===== src/rtl/serial_word_adder.sv =====
// Adds two multi-word operands least-significant word first, chaining the carry across words; 1-cycle latency.
// The output is a one-entry register: in_ready = (!out_valid || out_ready) && !rst, so a full pipe streams without bubbles.
module serial_word_adder #(
    parameter int bit_width = 8,
    parameter int max_words = 16,
    localparam int IW = (max_words > 1) ? $clog2(max_words) : 1
) (
    input  logic                 clk,
    input  logic                 rst,
    input  logic                 in_valid,
    output logic                 in_ready,
    input  logic [bit_width-1:0] in_a,
    input  logic [bit_width-1:0] in_b,
    input  logic                 in_carry,
    input  logic                 in_last,
    output logic                 out_valid,
    input  logic                 out_ready,
    output logic [bit_width-1:0] out_sum,
    output logic                 out_carry,
    output logic                 out_last,
    output logic [IW-1:0]        out_index,
    output logic                 out_error
);

    typedef enum logic {IDLE, ACTIVE} state_t;

    state_t               state_q, state_d;
    logic                 carry_q, carry_d;
    logic [IW-1:0]        cnt_q, cnt_d;
    logic                 out_valid_q, out_valid_d;
    logic [bit_width-1:0] out_sum_q, out_sum_d;
    logic                 out_carry_q, out_carry_d;
    logic                 out_last_q, out_last_d;
    logic [IW-1:0]        out_index_q, out_index_d;
    logic                 out_error_q, out_error_d;

    logic                 eff_carry;
    logic                 at_max;
    logic                 eff_last;
    logic                 xfer;
    logic [bit_width:0]   sum;

    assign in_ready  = (!out_valid_q || out_ready) && !rst;
    assign xfer      = in_valid && in_ready;
    assign eff_carry = (state_q == IDLE) ? in_carry : carry_q;
    assign at_max    = (cnt_q == IW'(max_words - 1));
    assign eff_last  = in_last || at_max;
    assign sum       = {1'b0, in_a} + {1'b0, in_b} + {{bit_width{1'b0}}, eff_carry};

    always_comb begin
        state_d     = state_q;
        carry_d     = carry_q;
        cnt_d       = cnt_q;
        out_valid_d = out_valid_q;
        out_sum_d   = out_sum_q;
        out_carry_d = out_carry_q;
        out_last_d  = out_last_q;
        out_index_d = out_index_q;
        out_error_d = out_error_q;
        if (xfer) begin
            out_valid_d = 1'b1;
            out_sum_d   = sum[bit_width-1:0];
            out_carry_d = sum[bit_width];
            out_last_d  = eff_last;
            out_index_d = cnt_q;
            out_error_d = at_max && !in_last;
            if (eff_last) begin
                // Packet closes (normally or by truncation): next word starts fresh.
                state_d = IDLE;
                carry_d = 1'b0;
                cnt_d   = '0;
            end else begin
                state_d = ACTIVE;
                carry_d = sum[bit_width];
                cnt_d   = cnt_q + IW'(1);
            end
        end else if (out_ready) begin
            out_valid_d = 1'b0;
        end
    end

    always_ff @(posedge clk) begin
        if (rst) begin
            state_q     <= IDLE;
            carry_q     <= 1'b0;
            cnt_q       <= '0;
            out_valid_q <= 1'b0;
            out_sum_q   <= '0;
            out_carry_q <= 1'b0;
            out_last_q  <= 1'b0;
            out_index_q <= '0;
            out_error_q <= 1'b0;
        end else begin
            state_q     <= state_d;
            carry_q     <= carry_d;
            cnt_q       <= cnt_d;
            out_valid_q <= out_valid_d;
            out_sum_q   <= out_sum_d;
            out_carry_q <= out_carry_d;
            out_last_q  <= out_last_d;
            out_index_q <= out_index_d;
            out_error_q <= out_error_d;
        end
    end

    assign out_valid = out_valid_q;
    assign out_sum   = out_sum_q;
    assign out_carry = out_carry_q;
    assign out_last  = out_last_q;
    assign out_index = out_index_q;
    assign out_error = out_error_q;

endmodule


===== config.mk =====
export PLATFORM = sky130hd
export DESIGN_NAME = serial_word_adder
export DESIGN_NICKNAME = d
export VERILOG_FILES = /design/src/rtl/serial_word_adder.sv
export SDC_FILE = /design/constraint.sdc
export NUM_CORES = 1
export LEC_CHECK = 0
export ABC_AREA = 1
export CORE_ASPECT_RATIO = 0.9
export CORE_MARGIN = 2
export CORE_UTILIZATION = 30
export DETAILED_ROUTE_END_ITERATION = 7
export GPL_TIMING_DRIVEN = 0
export PLACE_DENSITY = 0.69
export RECOVER_POWER = 100
export REMOVE_ABC_BUFFERS = 1
export SKIP_LAST_GASP = 1
export SLEW_MARGIN = 20
export SYNTH_ARGS = -nofsm -noshare
export SYNTH_HDL_FRONTEND = slang
export SYNTH_SLANG_ARGS = --single-unit

===== constraint.sdc =====
create_clock -name clk -period 2.1 [get_ports clk]
set_clock_uncertainty 0.2 [all_clocks]
set_input_delay 0.315 -clock clk [delete_from_list [all_inputs] [get_ports clk]]
set_output_delay 0.315 -clock clk [all_outputs]
set_load 0.05 [all_outputs]

# Word level (Yosys, flattened, before mapping)
# Cells that the tools add are included.
# word_totals
regBits	22
in_bits	22
out_inout_bits	17
wordCells	28
# classes
add_sub_neg	3
n_eq_ne	1
mux	6
reduce_logical	9
# op_table
cell	n
8-bit by 8-bit adder with 9-bit output	1
9-bit by 1-bit adder with 9-bit output	1
1-bit two-way mux	5
4-bit by 1-bit adder with 4-bit output (second input constant)	1
4-bit == test (second input constant)	1
4-bit two-way mux	1
1-bit logical AND	3
1-bit zero test	3
1-bit logical OR	2
2-bit nonzero test	1

# Depth between registers and ports, before layout
# depth
word_depth	5
mapped_depth	11
mapped_depth_nobuf	11

# Worst setup path before layout
# No wires, ideal clock.
# synth_path
path_type	register to register
start	register state_q
end	register out_sum_q[6] (netlist: out_sum[6])
setup_ps	109
t_arrival_ps	1895
t_required_ps	1791
slack_ps	-104
stages_incl_launch_ff	12
path_buffers	0
synth_period_minus_slack_ps	2204
cell_sequence	dfxtp_1 > mux2_2 > fa_1 > fa_1 > nand2_1 > nand2_1 > nand3_1 > nand2_1 > nand2_1 > nand3_1 > nand2_1 > inv_1
# synth_between
elab_chain_len	2
# synth_rtl
item	line_no	rtl
start, declared	27	state_t state_q, state_d;
start signal, assigned	94	state_q <= state_d;
1-bit two-way mux	45	assign eff_carry = (state_q == IDLE) ? in_carry : carry_q;
9-bit by 1-bit adder with 9-bit output	48	assign sum = {1'b0, in_a} + {1'b0, in_b} + {{bit_width{1'b0}}, eff_carry};
end signal, assigned	98	out_sum_q <= out_sum_d;
end, declared	31	logic [bit_width-1:0] out_sum_q, out_sum_d;
# Every way passes these cells.
# A chain may end at the register's enable or synchronous reset.

# Final worst setup path
# Ends and elaborated chain as after synthesis.

==> flow_metrics.env <==
export IMPL_status="finished with violations"
export IMPL_violations="negative setup slack"
export IMPL_power_density_mw_per_mm2=675
export IMPL_slowest_delay_ns=0.36
export IMPL_gp_congestion=0.815
export IMPL_period_minus_slack_ns=2.12
export IMPL_core_area_mm2=0.00402
export IMPL_vias=1192
export IMPL_grt_usage_pct=12.2
export IMPL_reg2reg_depth=11
export IMPL_regToRegSetupSlack_ns=-0.02
export IMPL_synth_area_mm2=0.00124
export IMPL_drc=0
export IMPL_crit_required_ns=2.07
export IMPL_synthCells=174
export IMPL_firstDrtPassIters=4
export IMPL_clkTransAtPathRegs_ns=0.08
export IMPL_synthMuxAreaShare_pct=0.908
export IMPL_cp_cell_sequence="mux2_4 -> fa_2 -> fa_2 -> nand2_2 -> nand2_4 -> nand3_2 -> nand2_1 -> nand2_1 -> nand3_1 -> nand2_1 -> inv_1"
export IMPL_numClockSinks=22
export IMPL_timing_rr_end="out_sum[6]"
export IMPL_clk_latency_ns=0.26
export IMPL_grt_max_degree=24
export IMPL_fp_dieArea_mm2=0.00466
export IMPL_period_share_pct=101
export IMPL_drtIter0Drc=51
export IMPL_setup_violations=1
export IMPL_synthSimpleGateAreaFrac_pct=31.7
export IMPL_placed_area_mm2=0.00164
export IMPL_drive_gt1_share_pct=11.2
export IMPL_crit_path_frequent_cell="nand2_1"
export IMPL_dpl_hpwl_um=1950
export IMPL_p_leak_uw=0.000857
export IMPL_clockRootBuffer="clkbuf_8"
export IMPL_die_w_um=71.8
export IMPL_cts_buffer_depth=2
export IMPL_rsz0062_at_grt="true"
export IMPL_cp_max_fo=3
export IMPL_numPortBuffers=38
export IMPL_ys_warnings_count=0
export IMPL_setup_slack_ns=-0.0210
export IMPL_final_cells=262
export IMPL_hold_buffers=0
export IMPL_ant_nets=0
export IMPL_synth_xor_area_share_pct=2.12
export IMPL_critPathArrivalTime_ns=2.09
export IMPL_stdcell_area_mm2=0.00176
export IMPL_fmax_mhz=471
export IMPL_crit_path_start_kind="flip-flop"
export IMPL_synthAdderAreaFrac_pct=11.3
export IMPL_place_worst_setup_slack_ns=-0.557
export IMPL_min_delay_path_depth=2
export IMPL_cts_max_level=1
export IMPL_cts_tree="done"
export IMPL_cp_end_kind="flip-flop"
export IMPL_final_max_slew_viol_count=0
export IMPL_start_util_pct=30.9
export IMPL_grt_pass1_vias=1154
export IMPL_crit_path_top_delay_cell="fa_2"
export IMPL_ir_worst_vdd_uv=204
export IMPL_fin_nets=247
export IMPL_antenna_cells=0
export IMPL_dp_cells=255
export IMPL_worst_slew_pin_slew_ns=0.510
export IMPL_slew_headroom_pct=65.9
export IMPL_totalPowerFinal_uw=1190
export IMPL_areaGrowthSynthToFinish_pct=42.0
export IMPL_drt_wl_total_um=2660
export IMPL_min_delay_start="out_index[1]"
export IMPL_synth_top_family_by_area="simple AND/OR/NAND/NOR gates"
export IMPL_synth_area_per_cell_um2=7.13
export IMPL_viasPerCell=4.55
export IMPL_cts_made_buffers=3
export IMPL_grt_pass1_wl_um=4640
export IMPL_worstSetupPathType="reg2reg"
export IMPL_yosysSeqAreaShare_pct=35.5
export IMPL_rows=22
export IMPL_maxCapViolCount=0
export IMPL_finalHoldViolCount=0
export IMPL_post_route_util_pct=43.8
export IMPL_drt_wirelength_per_cell_um=10.1
export IMPL_crit_buf_inv=1
export IMPL_reg2reg_from="state_q"
export IMPL_crit_family="adder cells"
export IMPL_synth_compound_area_share_pct=8.17
export IMPL_ios=39
export IMPL_gr_total_overflow=0
export IMPL_ys_ff_latch=22
export IMPL_hold_path_class="reg2reg"
export IMPL_die_y_um=65.0
export IMPL_antenna_found_initial=0
export IMPL_ys_types=26
export IMPL_min_to="out_index[1]"
[state kept, by name, indices dropped and copies added, names as in the netlist]
register	flops
state_q	1
out_error	1
out_sum	8
carry_q	1
out_last	1
cnt_q	4
out_valid	1
out_carry	1
out_index	4
[tightest hold or removal path: stages (launching register included)]
cell	delay [ns]
dfxtp_1	0.31
nand2_1	0.06
a21oi_1	0.05
[layout by cell type (no fill, tap or decap), drive strengths merged]
master          n
o21a            1
dlygate4sd3    17
fa              2
nand2          58
ha              8
or2             1
o21bai          1
nand3          18
clkbuf          4
o21ai           7
nand4           1
dfxtp          22
inv            22
nor2           14
dlygate4sd2     1
a31oi           1
xor2            2
nand3b          1
bufinv          1
a21oi           9
clkdlybuf4s50  19
buf             2
mux2            1
xnor2           1
[worst max-delay path by stage]
| stage | cells past startpoint | from | end |
|---|---|---|---|
| after detailed placement | 12 | in_carry | out_sum[6] |
| after floorplan | 11 | state_q | out_sum[6] |
| after CTS | 11 | state_q | out_sum[6] |
| final | 11 | state_q | out_sum[6] |
| after global placement | 12 | in_carry | out_sum[6] |
| after global routing | 11 | state_q | out_sum[6] |
[metrics by stage]
step           hold WS [ns]  setup TNS (ns)
2_1_floorplan         0.184          -0.221
3_3_place_gp          0.254           -4.27
3_5_place_dp          0.258           -4.22
4_1_cts               0.268          -0.215
5_1_grt               0.287          -0.355
6_report              0.262         -0.0210
[cell usage after synthesis]
library cell	count	share of area, %
a21oi_1	9	3.6
a31oi_1	1	0.50
mux2_2	1	0.91
nand3b_1	1	0.61
inv_1	19	5.8
buf_2	2	0.81
buf_6	2	1.8
nand3_1	16	6.5
ha_1	8	8.1
dfxtp_1	22	36
inv_4	2	1.0
xnor2_1	1	0.71
nand2_1	58	18
o21ai_0	3	1.2
xor2_1	2	1.4
nor2_1	12	3.6
fa_1	2	3.2
o21ai_1	4	1.6
or2_2	1	0.50
inv_2	1	0.30
nor2_2	2	1.0
o21a_1	1	0.61
nand4_1	1	0.50
o21bai_1	1	0.61
buf_4	1	0.61
nand3_4	1	1.4
[area by class of cell]
class	count	area (µm²)
Inverter	22	87.6
Clock inverter	1	30.0
Multi-Input combinational cell	126	711
Clock buffer	3	41.3
Timing Repair Buffer	40	389
Tap cell	48	60.1
Sequential cell	22	442
Fill cell	430	2260
[metal layers]
layer / vias to the layer above / routed length, µm / GRT usage (%)
met5: - / 0 / 0
met4: 0 / 16 / 3.07
met3: 2 / 118 / 3.27
met2: 22 / 1250 / 21.8
met1: 534 / 1280 / 14.4
li1: 634 / - / -
[power breakdown]
| part | total (µW) | switching [µW] | internal [µW] |
|---|---|---|---|
| combinational | 337 | 204 | 132 |
| sequential | 458 | 13.8 | 444 |
| clock | 395 | 140 | 255 |
[kinds of logic (layout without fill, tap and decap cells)]
| kind of cell | after synthesis | in the layout |
|---|---|---|
| compound gates | 19 | 19 |
| xor+xnor | 3 | 3 |
| fa+ha+maj | 10 | 10 |
| buf+inv | 27 | 66 |
| flops | 22 | 22 |
| mux | 1 | 1 |
| simple gates | 92 | 93 |
[timing repair]
action / in CTS / in global routing
cloned: 0 / 1
pin swaps: 7 / 9
setup buffers: 2 / 0
gates resized for setup: 8 / 7
endpoints found under the setup margin: 6 / 11
Power figures use the tool's default switching activity.
==> RTL edit, RTL diff (same flow settings) <==
The parameter `bit_width` goes from 8 to 10.
--- a/src/rtl/serial_word_adder.sv
+++ b/src/rtl/serial_word_adder.sv
@@ -3,3 +3,3 @@
 module serial_word_adder #(
-    parameter int bit_width = 8,
+    parameter int bit_width = 10,
     parameter int max_words = 16,
Interface: changed (resized in_a, in_b and out_sum); port bits go from 39 to 45. The function was not compared with the original's and may differ.
==> RTL edit against the unedited design <==
- non-clock buffer count up 7
- wire length up 23%
- setup slack better by 0.11 ns
- synthesized cell count up 22%
- design area up 16%
- synthesized area up 15%
- fmax up 5.6%
- register-to-register slack better by 0.13 ns
- sequential cell count up 2
- power up 11%
- sequential share of layout area down 1.4 points
- largest power group unchanged
==> RTL edit: results (changes against the unedited design) <==
seq_area_share_pct: 23.65  # was 25.09%
drive_gt1_share_pct: 7.722  # was 11.21%
place_congestion: 0.8274  # was 0.8149
synth_seq_area_share_pct: 33.68  # was 35.52%
num_vias: 1413  # was 1192
wire_per_inst_um: 10.21  # was 10.15 um
grtUsageMet3_pct: 4.297  # was 3.266%
p_leak_nw: 0.9725  # was 0.8574 nW
switching_power_uw: 417.7  # was 358.5 uW
grtUsageMet1_pct: 17.91  # was 14.39%
ctsResizeCount: 11  # was 8
nFlopsAndLatches: 24  # was 22
syn-cell-area_um2: 1426  # was 1240 um^2
multi_input_area_um2: 829.5  # was 710.7 um^2
grt_pass1_wl_mm: 5.754  # was 4.636 mm
worstPathArrival_ns: 1.49  # was 2.09 ns
crit_family: "buffers and inverters"  # was adder cells
buf_share_pct: 22.79  # was 22.10%
r2r_slack_ns: 0.11  # was -0.02 ns
netlist_instances: 213  # was 174
n_all_buffers: 47  # was 40
grt_pass1_vias: 1277  # was 1154
nets: 298  # was 247
netlist-cell-type-count: 22  # was 26
clk_share_pct: 3.501  # was 4.051%
setup.worst_path.start: "out_sum[3]$_SDFFE_PP0P_"  # was state_q$_SDFFE_PP0P_
place_hpwl_mm: 2.446  # was 1.947 mm
port_buffers: 44  # was 38
multi_input_cells: 154  # was 126
relSlewSlack_pct: 64.86  # was 65.86%
placed_area_um2: 1921  # was 1640 um^2
drtIter0Drc: 68  # was 51
met2_usage_pct: 20.57  # was 21.76%
dr_wl_met3_um: 242  # was 118 um
wl_met2_mm: 1.396  # was 1.247 mm
fin_cells: 321  # was 262
r2r-end: "out_sum[8]$_SDFFE_PP0P_"  # was out_sum[6]$_SDFFE_PP0P_
p_clk_share_pct: 31.0  # was 33.2%
pre_cts_slack_ns: -0.6048  # was -0.5568 ns
synth_top_area_share_pct: 33.68  # was 35.52%
p_seq_share_pct: 38.0  # was 38.5%
seq-power_uw: 500  # was 458 uW
status: "finished, final reports clean"  # was finished, violations left
n_all_inverters: 30  # was 22
slowest_stage: "dlygate4sd3_1"  # was fa_2
critPathMaxStageDelay_ns: 0.87  # was 0.36 ns
grt_max_degree: 26  # was 24
-- RTL edit: how the worst max path moves through the flow --
| stage | cells after the start | end | slack (ns) |
|---|---|---|---|
| 2_1_floorplan | 14 | out_sum[8]$_SDFFE_PP0P_ | 0.03 |
| 3_3_place_gp | 8 | cnt_q[1]$_SDFFE_PP0P_ | -0.54 |
| 3_5_place_dp | 8 | cnt_q[1]$_SDFFE_PP0P_ | -0.60 |
| 4_1_cts | 14 | out_sum[8]$_SDFFE_PP0P_ | 0.004 |
| 5_1_grt | 14 | out_sum[8]$_SDFFE_PP0P_ | -0.03 |
| 6_report | 1 | out_sum[3] | 0.09 |
-- RTL edit: cell families after synthesis --
family | Yosys count | synth area share (%)
flops | 24 | 33.68
fa+ha+maj | 12 | 11.58
simple gates | 110 | 32.72
xor+xnor | 4 | 2.457
compound gates | 28 | 10.00
buf+inv | 35 | 9.561
